--- src/rtl/parity_scan_monitor.sv ---
// Parity scan monitor: checks even parity on a full address sweep of beats,
// counting mismatches, capturing the first bad address and flagging out-of-order beats.
module parity_scan_monitor #(
  parameter int unsigned ADDR_W    = 4,
  parameter int unsigned DATA_W    = 8,
  parameter int unsigned ERR_LIMIT = 3
) (
  input  logic              clk,
  input  logic              reset,
  input  logic              start,
  input  logic              in_valid,
  output logic              in_ready,
  input  logic [ADDR_W-1:0] in_addr,
  input  logic [DATA_W-1:0] in_data,
  input  logic              in_parity,
  output logic              busy,
  output logic              done,
  output logic [ADDR_W:0]   err_count,
  output logic [ADDR_W-1:0] first_err_addr,
  output logic              first_err_valid,
  output logic              seq_err,
  output logic              alarm
);

  localparam int unsigned     CNT_W     = ADDR_W + 1;
  localparam logic [CNT_W-1:0] CNT_MAX  = CNT_W'(1 << ADDR_W);
  localparam logic [CNT_W-1:0] LIMIT    = CNT_W'(ERR_LIMIT);
  localparam logic [ADDR_W-1:0] LAST_ADDR = '1;

  typedef enum logic [1:0] {IDLE, SCAN, DONE} state_t;

  state_t            state;
  state_t            state_nxt;
  logic [ADDR_W-1:0] exp_addr;
  logic              accept;
  logic              mismatch;
  logic              last_beat;
  logic [CNT_W-1:0]  err_inc;

  assign accept    = (state == SCAN) && in_valid;
  assign mismatch  = ^{in_data, in_parity};
  assign last_beat = accept && (exp_addr == LAST_ADDR);
  assign err_inc   = err_count + CNT_W'(1);

  // State register
  always_ff @(posedge clk) begin
    if (reset) state <= IDLE;
    else       state <= state_nxt;
  end

  // Next-state logic
  always_comb begin
    state_nxt = state;
    case (state)
      IDLE:    if (start) state_nxt = SCAN;
      SCAN:    if (last_beat) state_nxt = DONE;
      DONE:    state_nxt = IDLE;
      default: state_nxt = IDLE;
    endcase
  end

  // Handshake and status decoded from state
  always_comb begin
    in_ready = 1'b0;
    busy     = 1'b0;
    done     = 1'b0;
    case (state)
      SCAN:    begin in_ready = 1'b1; busy = 1'b1; end
      DONE:    done = 1'b1;
      default: ;
    endcase
  end

  // Scan results: cleared by an accepted start, updated per accepted beat
  always_ff @(posedge clk) begin
    if (reset) begin
      err_count       <= '0;
      first_err_addr  <= '0;
      first_err_valid <= 1'b0;
      seq_err         <= 1'b0;
      alarm           <= 1'b0;
      exp_addr        <= '0;
    end else if (state == IDLE && start) begin
      err_count       <= '0;
      first_err_addr  <= '0;
      first_err_valid <= 1'b0;
      seq_err         <= 1'b0;
      alarm           <= 1'b0;
      exp_addr        <= '0;
    end else if (accept) begin
      exp_addr <= exp_addr + ADDR_W'(1);
      if (in_addr != exp_addr) seq_err <= 1'b1;
      if (mismatch) begin
        if (err_count != CNT_MAX) begin
          err_count <= err_inc;
          if (err_inc == LIMIT) alarm <= 1'b1;
        end
        if (!first_err_valid) begin
          first_err_addr  <= in_addr;
          first_err_valid <= 1'b1;
        end
      end
    end
  end

endmodule

--- config.mk ---
export PLATFORM = sky130hd
export DESIGN_NAME = parity_scan_monitor
export DESIGN_NICKNAME = d
export VERILOG_FILES = /design/src/rtl/parity_scan_monitor.sv
export SDC_FILE = /design/constraint.sdc
export NUM_CORES = 1
export LEC_CHECK = 0
export ABC_CLOCK_PERIOD_IN_PS = 5200
export CORE_ASPECT_RATIO = 0.75
export CORE_MARGIN = 2
export CORE_UTILIZATION = 35
export CTS_CLUSTER_SIZE = 12
export DETAILED_ROUTE_END_ITERATION = 16
export GPL_TIMING_DRIVEN = 0
export PLACE_DENSITY_LB_ADDON = 0.05
export SLEW_MARGIN = 20
export SYNTH_ARGS = -nofsm -noshare
export SYNTH_HDL_FRONTEND = slang
export SYNTH_SLANG_ARGS = --single-unit
--- constraint.sdc ---
create_clock -name clk -period 5.2 [get_ports clk]
set_input_delay 1.3 -clock clk [delete_from_list [all_inputs] [get_ports clk]]
set_output_delay 1.3 -clock clk [all_outputs]
set_load 0.01 [all_outputs]
## Word level (Yosys, flattened, before mapping)

Index checks and enable logic that the tools add are counted.

- Output and inout port bits: 15
- Word-level logic and storage cells: 35
- Input bits: 17
- Register bits: 18

- Bitwise gates (word level): 1
- Reduce and logical (&&, ||, !) cells: 12
- Equality and inequality tests: 8
- Add/subtract/negate cells: 2
- Muxes and demuxes: 5

Operator list:

| cell | number |
|---|---|
| $reduce_xor 9->1 | 1 |
| $reduce_and 2->1 | 3 |
| $reduce_and 3->1 | 2 |
| $add 5x1->5 const B | 1 |
| $eq 5x2->1 const B | 1 |
| $ne 5x5->1 const B | 1 |
| $add 4x1->4 const B | 1 |
| $eq 4x4->1 const B | 1 |
| $mux 2 | 2 |
| $ne 2x2->1 const B | 2 |
| $ne 4x4->1 | 1 |
| $pmux 2 s2 | 1 |
| $reduce_and 4->1 | 1 |
| $logic_and 1x1->1 | 3 |
| $eq 2x1->1 const B | 1 |
| $eq 2x2->1 const B | 1 |
| $logic_not 2->1 | 1 |
| $mux 1 | 2 |
| $reduce_or 2->1 | 1 |
| $not 1->1 | 1 |

## Longest topological paths before layout

Gate-level depths: netlist of the first run.

- Depth in word-level cells: 5
- Mapped depth: 6

## Least setup slack after synthesis of the first run

Ideal clock, no wire load.

- Path type: input port to flip-flop
- From: in in_data[1]
- To: reg first_err_addr[0]
- Path buffers: 0
- Stages: 4
- Arrival time: 2.465 ns
- Setup slack: 2.664 ns
- Library setup time: 0.072 ns
- Cells stage by stage: xor2_1 -> xnor3_2 -> mux2i_4 -> mux2i_1

- Cells in the longest elaborated chain, start to end: 2

Ends and longest elaborated chain:

| what | RTL line | source |
|---|---|---|
| start, declared | 14 | `input logic [DATA_W-1:0] in_data,` |
| $reduce_xor 9->1 | 41 | `assign mismatch = ^{in_data, in_parity};` |
| $reduce_and 3->1 (no line) | -- |  |
| end signal, assigned | 99 | `first_err_addr <= in_addr;` |
| end, declared | 19 | `output logic [ADDR_W-1:0] first_err_addr,` |

No other way between the ends.
A chain may end at the register's enable or synchronous reset.

## Worst setup path after layout of the first run

- From: in in_data[4]
- To: reg err_count[1]

- Cells in the longest elaborated chain, start to end: 2

Ends and longest elaborated chain:

| what | RTL line | source |
|---|---|---|
| $reduce_xor 9->1 | 41 |  |
| $reduce_and 3->1 (no line) | -- |  |
| end signal, assigned | 95 | `err_count <= err_inc;` |
| end, declared | 18 | `output logic [ADDR_W:0] err_count,` |

No other way between the ends.

==> run metrics, run 1 <==
Post-Synth Adder-Cell Area 0.0458; Bufs and invs on worst path 1; slowest cell on the critical path xnor3_2; Max VDD drop 0.000184 V; Worst Setup End Kind flip-flop; WL/cell 12.8 um; ys async rst share 0; Root Driver clkbuf_8; Inserted Diodes 0; Pleak 0.557 nW; Synth Register Bits 18; Die Ht 52.4 um; PostCTS Resize Cnt 0; CTS buffer count 3; Die X 68.5 um; Slew @ Worst Pin 461 ps; post-synthesis net count 140; largest family of logic cells by synthesized area simple AND/OR/NAND/NOR gates; fillcell total 275; met3 routed WL 214 um; core area 0.00296 mm^2; utilization after layout 0.509; vias in the first global route 846; post-DR vias/cell 4.83; power share of the combinational group 0.240; Max Cap Violations 0; sw power 0.0898 mW; CP Cell Sequence clkdlybuf4s50_1 > xor2_1 > xnor3_2 > mux2i_2 > mux2i_1; CP max stage delay 550 ps; number of synthesized flops with an enable pin 0; post-synthesis cell count 119; H-tree levels 1; drc violations 0; First-pass DRT Iterations 4; Final Skew 3.21 ps; post-synthesis cell type count 32; Port Buffers 31; xor and xnor fraction of the mapped netlist area 0.152; final WL 2.47 mm; I/O pins 32; Cell Area, Synth 0.00109 mm^2; deepest clock path buffer count 2; Area growth, synth to finish 37.8%; final net count 176; initial cell density of the core 0.369; part of the power in registers 0.419; register area share after synthesis 0.330; mux cell area share after synthesis 0.152; Fin. Hold Viols 0; Worst EP arrival 3010 ps; total power draw 0.344 mW; post-synthesis compound-gate area fraction 0.0515; pwr/cell area 228 mW/mm^2; final antenna-violating net count 0; met2 routed WL 954 um; unrepaired setup endpoints after global routing no; dpl hpwl 1.86 mm; post-route clock period utilization 0.543; sw frac 0.261; Crit Path Max Fanout 6; Highest Signal Layer met4; GRT Total Usage 0.151; delay-heaviest family, CP XOR/XNOR gates; clk_lat worst skew 260 ps; area share of and/or/nand/nor cells after synthesis 0.238; metal1 wirelength 1.27 mm; status complete, no violations; Max Fclk 354 MHz; top_reg_cell synth dfxtp_1; Synth Warn # 0; fraction of layout cells with a size suffix above 1 0.0649; number of cell rows 17; Int Pwr 0.254 mW; total number of vias 928; die footprint 0.00359 mm^2; crit start category primary input; CTS Hold Bufs 0; setup violators final 0; Fin Setup TNS 0 ps; gp weighted congestion 0.724; Iteration-0 DRC Markers 31; clock sink total 18; final slew viol count 0; CTS tree done; required time worst endpoint 5390 ps; pin count of the biggest net entering global routing 11; CP Class primary input to flip-flop; grt ovf 0; Clk pwr share 0.340; Tightest Hold Check Type flip-flop to flip-flop; antenna violations before repair 0; CTS clk-pin slew, worst paths 70 ps; Period minus WS final 2820 ps; Slew HR 0.692; Synth Area per Inst 9.18 um^2; first-pass GRT wire length 3.90 mm; Setup Fix Bufs, Post-CTS 0
-- final timing paths --
check	start	end	slack (ps)	cells after the start
setup / recovery	in_data[4]	err_count[1]	2380	5
hold / removal	first_err_addr[3]	first_err_addr[3]	470	2
setup reg to reg	err_count[0]	err_count[1]	3570	6
hold reg to reg	first_err_addr[3]	first_err_addr[3]	470	2
-- flip-flops by register name, indices dropped and copies added, names as in the netlist --
name and flops:
err_count 5, exp_addr 4, first_err_addr 4, state 2, alarm 1, first_err_valid 1, seq_err 1
-- power groups by stage --
stage,clock (mW),combinational [mW],sequential [mW]
after floorplan,0,0.0521,0.148
after global placement,0,0.0821,0.147
after detailed placement,0,0.0834,0.147
after CTS,0.120,0.0838,0.144
after global routing,0.125,0.0896,0.145
final,0.117,0.0826,0.144
-- metrics by stage --
stage                     setup WS [ps]  instances  instance area, um^2  hold slack, ps
after floorplan                    2660        119                 1090             450
after global routing               2260        192                 1510             488
after CTS                          2360        192                 1510             467
after global placement             2120        188                 1450             448
after detailed placement           2080        188                 1450             450
final                              2380        192                 1510             465
-- routing by layer --
metal,up-vias,GRT usage
met1,417,0.208
met2,29,0.215
met3,2,0.0473
met5,-,0
li1,480,-
met4,0,0.0600
-- worst reg2reg max path, cell delays in order (launching register included) --
cell,delay (ps)
dfxtp_1,350
inv_1,110
ha_1,150
or4bb_1,540
nand3_1,120
mux2i_2,110
mux2i_1,140
-- area by class of cell --
cell class	instances	area, um^2	share of cell area
multi-input combinational	94	699	0.465
buffer	5	25.0	0.0166
sequential	18	360	0.239
inverter	2	7.51	0.00499
clock buffer	4	55.1	0.0366
tap	38	47.5	0.0316
timing repair buffer	31	310	0.206
-- Yosys cell counts (2+ instances only) --
cell type  instances  area, um^2
nand2b_1           2        12.5
o21ai_0            2        10.0
xor2_1             3        26.3
inv_1              2        7.51
buf_2              2        10.0
nand3_1            9        45.0
a21oi_1            3        15.0
clkbuf_1           2        7.51
and3_1             2        12.5
xnor2_1            8        70.1
nand4_1            4        25.0
nand3b_1           3        22.5
mux2i_1           13         130
ha_1               4        50.1
nand2_1           19        71.3
nor2b_1            2        12.5
nor2_1             7        26.3
dfxtp_1           18         360
-- cell families (layout without fill, tap and decap cells) --
| family | count (synthesis) | count (layout) |
|---|---|---|
| compound gates | 9 | 9 |
| simple gates | 52 | 52 |
| xor+xnor | 14 | 14 |
| flops | 18 | 18 |
| buf+inv | 7 | 42 |
| mux | 15 | 15 |
| fa+ha+maj | 4 | 4 |
-- cells in the final DEF, fill, tap and decap left out, drive strengths merged --
master and count:
nor3b 1, clkdlybuf4s50 31, ha 4, clkbuf 6, a21boi 1, buf 3, nand3 9, xor2 3
or4bb 1, nand3b 3, inv 2, xnor3 2, xnor2 8, mux2i 15, nor3 1, and3b 1
nand2 19, a21oi 3, nor2b 2, dfxtp 18, nand2b 2, xor3 1, and3 2, o21ai 2
a21o 1, nand4 4, o31a 1, nor2 7, o31ai 1
No activity file was read; power rests on OpenSTA's default activity.
==> inputs of run 2 (changes only) <==
--- a/config.mk
+++ b/config.mk
@@ -5,7 +5,7 @@
 export SDC_FILE = /design/constraint.sdc
 export NUM_CORES = 1
 export LEC_CHECK = 0
-export ABC_CLOCK_PERIOD_IN_PS = 5200
+export ABC_CLOCK_PERIOD_IN_PS = 2700
 export CORE_ASPECT_RATIO = 0.75
 export CORE_MARGIN = 2
 export CORE_UTILIZATION = 35
==> constraint.sdc (replaced) <==
create_clock -name clk -period 2.7 [get_ports clk]
set_input_delay 0.675 -clock clk [delete_from_list [all_inputs] [get_ports clk]]
set_output_delay 0.675 -clock clk [all_outputs]
set_load 0.01 [all_outputs]
==> results of run 2 <==
Same layout as run 1 (identical final DEF). Status: complete, no violations.
Among the figures that moved: setup slack after placement 2080 ps -> 203 ps; setup slack after layout 2380 ps -> 500 ps; register-to-register setup slack 3570 ps -> 1070 ps; total power 0.344 mW -> 0.662 mW; worst IR drop on VDD 0.000184 V -> 0.000354 V
